[src/rtl/stream_demux_n_if.sv]
// rtl/stream_demux_n_if.sv - producer and per-channel consumer signals of the 1-to-N stream demux
// master: producer/consumer side; slave: the demux itself.
interface stream_demux_n_if #(
  parameter int DATA_W = 8,
  parameter int N_OUT  = 4
);
  localparam int SEL_W = $clog2(N_OUT);

  logic [DATA_W-1:0]       in_data;
  logic [SEL_W-1:0]        in_sel;
  logic                    in_last;
  logic                    in_valid;
  logic                    in_ready;
  logic [N_OUT*DATA_W-1:0] out_data;
  logic [N_OUT-1:0]        out_last;
  logic [N_OUT-1:0]        out_valid;
  logic [N_OUT-1:0]        out_ready;
  logic                    sel_err;

  modport master (
    output in_data, in_sel, in_last, in_valid, out_ready,
    input  in_ready, out_data, out_last, out_valid, sel_err
  );

  modport slave (
    input  in_data, in_sel, in_last, in_valid, out_ready,
    output in_ready, out_data, out_last, out_valid, sel_err
  );
endinterface

[src/rtl/stream_demux_n.sv]
// rtl/stream_demux_n.sv - 1-to-N valid/ready stream demux with one holding register per channel
// Optional packet-lock routing (IDLE/LOCK/DROP) is enabled by defining STREAM_DEMUX_PKT_LOCK_EN.
module stream_demux_n #(
  parameter int DATA_W = 8,
  parameter int N_OUT  = 4
) (
  input  logic           clk,
  input  logic           rst,
  stream_demux_n_if.slave bus
);
  localparam int SEL_W = $clog2(N_OUT);

  logic [N_OUT-1:0]  valid_q;
  logic [N_OUT-1:0]  last_q;
  logic [DATA_W-1:0] data_q [N_OUT];
  logic [N_OUT-1:0]  hit;
  logic [N_OUT-1:0]  load;
  logic [SEL_W-1:0]  esel;
  logic              sel_ok;
  logic              drop_mode;
  logic              accept;
  logic              sel_err_q;

  // Out-of-range selects only exist when N_OUT is not a power of two.
  generate
    if ((1 << SEL_W) == N_OUT) begin : g_pow2
      assign sel_ok = 1'b1;
    end else begin : g_npow2
      assign sel_ok = (esel < SEL_W'(N_OUT));
    end
  endgenerate

`ifdef STREAM_DEMUX_PKT_LOCK_EN
  typedef enum logic [1:0] {IDLE, LOCK, DROP} state_t;

  state_t           state_q, state_d;
  logic [SEL_W-1:0] lock_sel_q, lock_sel_d;

  always_ff @(posedge clk) begin
    if (rst) begin
      state_q    <= IDLE;
      lock_sel_q <= '0;
    end else begin
      state_q    <= state_d;
      lock_sel_q <= lock_sel_d;
    end
  end

  // Routing depends only on registered state so in_ready never loops back into esel.
  always_comb begin
    esel      = (state_q == LOCK) ? lock_sel_q : bus.in_sel;
    drop_mode = (state_q == DROP);
  end

  always_comb begin
    state_d    = state_q;
    lock_sel_d = lock_sel_q;
    case (state_q)
      IDLE: begin
        if (accept && !bus.in_last) begin
          state_d    = sel_ok ? LOCK : DROP;
          lock_sel_d = bus.in_sel;
        end
      end
      LOCK, DROP: begin
        if (accept && bus.in_last) state_d = IDLE;
      end
      default: state_d = IDLE;
    endcase
  end
`else
  assign esel      = bus.in_sel;
  assign drop_mode = 1'b0;
`endif

  always_comb begin
    hit = '0;
    for (int k = 0; k < N_OUT; k++) hit[k] = (esel == SEL_W'(k));
  end

  // A selected channel can take a beat when empty or draining this same cycle.
  assign bus.in_ready = drop_mode || !sel_ok || |(hit & (~valid_q | bus.out_ready));
  assign accept       = bus.in_valid && bus.in_ready;
  assign load         = (accept && sel_ok && !drop_mode) ? hit : '0;

  always_ff @(posedge clk) begin
    if (rst) begin
      valid_q   <= '0;
      last_q    <= '0;
      sel_err_q <= 1'b0;
      for (int k = 0; k < N_OUT; k++) data_q[k] <= '0;
    end else begin
      sel_err_q <= accept && !sel_ok && !drop_mode;
      for (int k = 0; k < N_OUT; k++) begin
        if (load[k]) begin
          valid_q[k] <= 1'b1;
          data_q[k]  <= bus.in_data;
          last_q[k]  <= bus.in_last;
        end else if (bus.out_ready[k]) begin
          valid_q[k] <= 1'b0;
        end
      end
    end
  end

  generate
    for (genvar g = 0; g < N_OUT; g++) begin : g_pack
      assign bus.out_data[g*DATA_W +: DATA_W] = data_q[g];
    end
  endgenerate

  assign bus.out_valid = valid_q;
  assign bus.out_last  = last_q;
  assign bus.sel_err   = sel_err_q;
endmodule

[src/flat_wrapper.sv]
// flat-port wrapper written by rule: the top's interface ports become plain ports
module stream_demux_n_flat 
#(
  parameter int DATA_W = 8,
  parameter int N_OUT  = 4
)
  (clk, rst, bus_in_data, bus_in_sel, bus_in_last, bus_in_valid, bus_out_ready, bus_in_ready, bus_out_data, bus_out_last, bus_out_valid, bus_sel_err);
  stream_demux_n_if #(.DATA_W(DATA_W), .N_OUT(N_OUT)) bus_i ();
  input  logic clk;
  input  logic rst;
  input wire logic [$bits(bus_i.in_data)-1:0] bus_in_data;
  input wire logic [$bits(bus_i.in_sel)-1:0] bus_in_sel;
  input wire logic [$bits(bus_i.in_last)-1:0] bus_in_last;
  input wire logic [$bits(bus_i.in_valid)-1:0] bus_in_valid;
  input wire logic [$bits(bus_i.out_ready)-1:0] bus_out_ready;
  output wire logic [$bits(bus_i.in_ready)-1:0] bus_in_ready;
  output wire logic [$bits(bus_i.out_data)-1:0] bus_out_data;
  output wire logic [$bits(bus_i.out_last)-1:0] bus_out_last;
  output wire logic [$bits(bus_i.out_valid)-1:0] bus_out_valid;
  output wire logic [$bits(bus_i.sel_err)-1:0] bus_sel_err;
  assign bus_i.in_data = bus_in_data;
  assign bus_i.in_sel = bus_in_sel;
  assign bus_i.in_last = bus_in_last;
  assign bus_i.in_valid = bus_in_valid;
  assign bus_i.out_ready = bus_out_ready;
  assign bus_in_ready = bus_i.in_ready;
  assign bus_out_data = bus_i.out_data;
  assign bus_out_last = bus_i.out_last;
  assign bus_out_valid = bus_i.out_valid;
  assign bus_sel_err = bus_i.sel_err;
  stream_demux_n #(.DATA_W(DATA_W), .N_OUT(N_OUT)) u_core (.clk(clk), .rst(rst), .bus(bus_i));
endmodule
[config.mk]
export PLATFORM = sky130hd
export DESIGN_NAME = stream_demux_n_flat
export DESIGN_NICKNAME = d
export VERILOG_FILES = /design/src/rtl/stream_demux_n_if.sv /design/src/rtl/stream_demux_n.sv /design/src/flat_wrapper.sv
export SDC_FILE = /design/constraint.sdc
export NUM_CORES = 1
export LEC_CHECK = 0
export BUFFER_PORTS_ARGS = -buffer_cell sky130_fd_sc_hd__buf_2
export CAP_MARGIN = 15
export CORE_MARGIN = 4
export CORE_UTILIZATION = 46
export CTS_BUF_LIST = sky130_fd_sc_hd__clkbuf_4 sky130_fd_sc_hd__clkbuf_8
export DETAILED_ROUTE_END_ITERATION = 10
export PLACE_DENSITY = 0.82
export SLEW_MARGIN = 20
export SYNTH_ARGS = -nofsm -noshare
export SYNTH_HDL_FRONTEND = slang
export SYNTH_SLANG_ARGS = --single-unit
[constraint.sdc]
create_clock -name clk -period 1.2 [get_ports clk]
set_input_delay 0.3 -clock clk [delete_from_list [all_inputs] [get_ports clk]]
set_output_delay 0.3 -clock clk [all_outputs]
set_load 0.03 [all_outputs]
### After elaboration in Yosys (flattened, before gate mapping)

Memories as Yosys holds them, arrays and structs flattened.
Index checks and enable logic that the tools add are counted.

| word-level totals | value |
|---|---|
| RAM bits | 32 |
| memories kept | 1 |
| output and inout port bits | 42 |
| register bits | 8 |
| word-level logic and storage cells | 53 |
| input bits | 18 |

| cells by class | value |
|---|---|
| equal/unequal tests | 3 |
| muxes and demuxes | 27 |
| reductions and logical operators | 7 |
| bitwise logic cells | 7 |

Memories:

| memory | words | width | rd ports | clocked after memory_dff | wr ports | RTL line | text |
|---|---|---|---|---|---|---|---|
| u_core.data_q | 4 | 8 | 4 | 0 | 4 | stream_demux_n.sv:15 | `logic [DATA_W-1:0] data_q [N_OUT];` |

Operator list:

| operator | number |
|---|---|
| 2-to-1 mux 8 bit | 4 |
| 2-to-1 mux 1 bit | 22 |
| nonzero test 2 bit | 4 |
| AND 4 bit | 1 |
| equality test 2 bit, second input constant | 2 |
| 2-to-1 mux 4 bit | 1 |
| NOT 4 bit | 1 |
| bitwise OR 1 bit | 4 |
| bitwise OR 4 bit | 1 |
| OR reduction 4 bit | 1 |
| equality test 2 x 1 -> 1 bit, second input constant | 1 |
| logical NOT 2 bit | 1 |
| logical AND 1 bit | 1 |

### Logic depth before layout (Yosys ltp)

| logic depth | value |
|---|---|
| word-level depth | 10 |
| mapped depth | 3 |
| gate-level depth less buffers | 3 |

### Worst setup path after synthesis

Ideal clock, no wire load.

| timing | value |
|---|---|
| path type | reg2reg |
| start | register u_core.valid_q[1], in the netlist u_core.bus.out_valid[1] |
| end | memory u_core.data_q[1][0], enable pin |
| stages on the path, launching flop included | 4 |
| arrival | 1201 ps |
| library setup time | 271 ps |
| slack | -271 ps |
| data required time | 929 ps |
| period minus slack after synthesis | 1471 ps |
| buffers on the path | 0 |
| cells stage by stage | dfxtp_1 -> nor2b_1 -> nor3_1 -> or2_2 |

RTL lines:

| element | RTL line | text |
|---|---|---|
| start: declaration | stream_demux_n.sv:13 | `logic [N_OUT-1:0] valid_q;` |
| start signal: assignment | stream_demux_n.sv:88 | `valid_q <= '0;` |
| start signal: indexed assignment | stream_demux_n.sv:96 | `valid_q[k] <= 1'b1;` |
| start signal: indexed assignment | stream_demux_n.sv:100 | `valid_q[k] <= 1'b0;` |
| end: declaration | stream_demux_n.sv:15 |  |

### Worst setup path after layout

| timing | value |
|---|---|
| start | register u_core.valid_q[2], in the netlist u_core.bus.out_valid[2] |
| end | output port bus_in_ready |

| on the way | value |
|---|---|
| cells in the longest elaborated chain, start to end | 4 |

Ends and longest elaborated chain:

| element | RTL line | text |
|---|---|---|
| NOT 4 bit | stream_demux_n.sv:82 | `assign bus.in_ready = drop_mode \|\| !sel_ok \|\| \|(hit & (~valid_q \| bus.out_ready));` |
| bitwise OR 4 bit | stream_demux_n.sv:82 |  |
| AND 4 bit | stream_demux_n.sv:82 |  |
| OR reduction 4 bit | stream_demux_n.sv:82 |  |
| end: declaration | flat_wrapper.sv:16 | `output wire logic [$bits(bus_i.in_ready)-1:0] bus_in_ready;` |

Every way passes these cells.

==> results.md <==
- Clock Latency Late Sink: about 0.34 ns
- Clock buffer depth: 2
- Nets: roughly 220
- Status: finished with violations
- Clock sinks: 40
- VDD IR-drop max: roughly 0.00069 V
- DR vias/cell: just under 5
- HPWL Detailed: ~2800 um
- Fin crit period: about 1.7 ns
- Die ar.: around 4600 um2
- Post-synth EDFFs: 32
- P&R area growth vs syn: 59.0%
- Number of fill cells in the layout: 210
- Total Power: slightly below 3 mW
- Number of setup violations in the final report: 56
- Total global routing overflow: 0
- DRT Wirelength: 4130 um
- Number of H-tree levels: 2
- Pwr/cell area: 1130 nW/um2
- Worst hold path class: in2reg
- Pin count of the biggest net entering global routing: 14
- GRT Util Overall: 0.180
- CTS tree: done
- CTS root buf: clkbuf_4
- Slowest-stage cell, CP: mux4_2
- Data required time of the worst path: roughly 0.9 ns
- GPL Wtd Cong: around 0.85
- Clock slew at reported path FFs: between 0.1 and 0.15 ns
- Main combinational cell family by area after synthesis: simple AND/OR/NAND/NOR gates
- WS Path Type: reg2out
- Fin. max-slew vios: 0
- Post-CTS Hold Buffers: 0
- CP Max Fanout: 2
- I/O Pins: 60
- RSZ-0062 raised after global routing: yes
- CP Launch Type: register
- IO buf count: between 50 and 60
- Vias: about 1200
- Initial core utilization: 0.486
- CP endpoint kind: primary output
- Die Wd: 67.9 um
- Total CTS buffers: 5
- Top post-synthesis cells by count: and2_1 (32), edfxtp_1 (32), nand2b_1 (11)
- Number of global-route vias before repair: 1275
- DRC viols: 0
- Adder and majority gate portion of the synthesized area: 0
- Crit path DAT: 1.40 ns
- Final hold vios: 0
- Top_reg_cell synth: edfxtp_1
- N_diodes: 0
- Synth Area in Compound Gates: 0.0129
- Failing checks: negative setup slack
- DIE HEIGHT: 67.9 um
- Drt pass-1 iters: 4
- Post-Synth XOR/XNOR Area: 0
- Post-synthesis mux area share: 0.0380
- Row count: 21
- Post-synthesis simple-gate area fraction: 0.257
- CP top delay family: multiplexers
- Antenna viol nets, final: 0
- Initial antenna violation count: 0
- Yosys warns: 0
- Design Area, Final: 2620 um2
- Initial drt markers: 84
- Ranking of synthesized cells by area: edfxtp_1 (58%), and2_1 (12%), dfxtp_1 (9.7%)
- Fraction of registers with async set/reset: 0
- Setup ws final: -0.499 ns
- Final period util: 1.42
- Clock skew: 0.00830 ns
- Share of cells above drive strength 1: 0.561
- Fmax: slightly below 600 MHz
- Yosys top cell by area: edfxtp_1
- Post-synth top area share: 0.583
- WP buf/inv: 1
- Critical-path cell list: nand2b_4, mux4_2, buf_6
- Mapped Cells: between 100 and 150
- Post-synthesis sequential element count: 40
- Synth Cell Area: 1650 um2
- CORE AREA: 3390 um2
- Register area share after synthesis: 0.680
- Max cap viols: 0
- Yosys cell types: 22
- Syn_area_per_cell: about 14 um2
- First-pass GRT wire length: 5910 um
- Placed instance area: 2160 um2
- Routed len/inst: 16.4 um
- P_leak: between 1 and 1.5 nW
- Synth Net Count: between 100 and 150
- Crit path largest cell delay: roughly 0.46 ns
[per-stage QoR]
step / setup slack [ns] / util / setup TNS [ns] / hold slack, ns / std cells
detailed placement: -0.321 / 0.637 / -9.09 / 0.478 / 237
global route: -0.547 / 0.773 / -9.80 / 0.257 / 251
finish: -0.499 / 0.773 / -5.99 / 0.256 / 251
floorplan: -0.120 / - / -0.164 / 0.439 / 118
global placement: -0.282 / 0.637 / -7.57 / 0.457 / 237
CTS: -0.515 / 0.746 / -8.31 / 0.251 / 250
[state kept, by name (all words and copies together) (netlist names)]
register,flops
u_core.bus.out_last,4
u_core.bus.out_valid,4
u_core.data_q,32
[where the power goes]
group,internal (mW),leakage (nW),switching (mW)
registers,1.55,0.413,0.0330
logic,0.228,0.667,0.279
clock network,0.434,0.0412,0.426
total,2.22,1.12,0.738
[cells in the final DEF (no fill, tap or decap), types with 3 or more instances in the layout]
cell	n
nand2b_1	6
nand2b_4	4
nand3_1	3
buf_2	17
and2_1	32
dfxtp_4	4
buf_6	42
edfxtp_1	32
nor2_1	3
a21oi_1	3
clkbuf_4	5
nor2b_4	4
mux2i_1	4
buf_4	22
nor3_4	6
[metal layers]
layer	track usage	share of wire	wire length [um]	vias to the layer above
met5	0	0	0	-
met4	0.0720	0.0070	29	0
met3	0.0575	0.092	378	4
met2	0.327	0.54	2220	60
met1	0.193	0.36	1500	571
li1	-	-	-	582
[worst register-to-register path: stages (launching register included)]
cell	delay, ns
dfxtp_4	0.36
buf_4	0.13
buf_6	0.10
buf_6	0.11
nor2b_4	0.14
nor3_4	0.12
or2_4	0.20
[kinds of logic (layout without fill, tap and decap cells)]
| kind of cell | after synthesis | after routing |
|---|---|---|
| simple gates | 65 | 65 |
| flops | 40 | 40 |
| mux | 5 | 5 |
| compound gates | 4 | 4 |
| buf+inv | 3 | 90 |
| other cells | 1 | 1 |
[layout make-up]
class	count	area, um2	area share
clock buffers	5	37.5	0.0143
clock inverters	3	42.5	0.0162
inverters	1	6.26	0.00239
multi-input cells	75	614	0.234
flip-flops and latches	40	1140	0.435
well taps	46	57.6	0.0220
repair buffers	81	723	0.276
[path summary, 6_finish.rpt]
path	start	end	slack (ns)	cells past startpoint
max	u_core.bus.out_valid[2]	bus_in_ready	-0.50	3
min	bus_out_ready[3]	u_core.bus.out_valid[3]	0.26	3
max reg2reg	u_core.bus.out_valid[1]	u_core.data_q[1][4]	-0.24	6
min reg2reg	u_core.bus.out_last[2]	u_core.bus.out_last[2]	0.50	2
[what timing repair did]
| action | CTS | global route |
|---|---|---|
| gates resized for setup | 72 | 43 |
| setup buffers | 6 | 6 |
| setup endpoints to repair | 53 | 82 |
| pin swaps | 11 | 8 |
(Power assumes the default switching activity.)
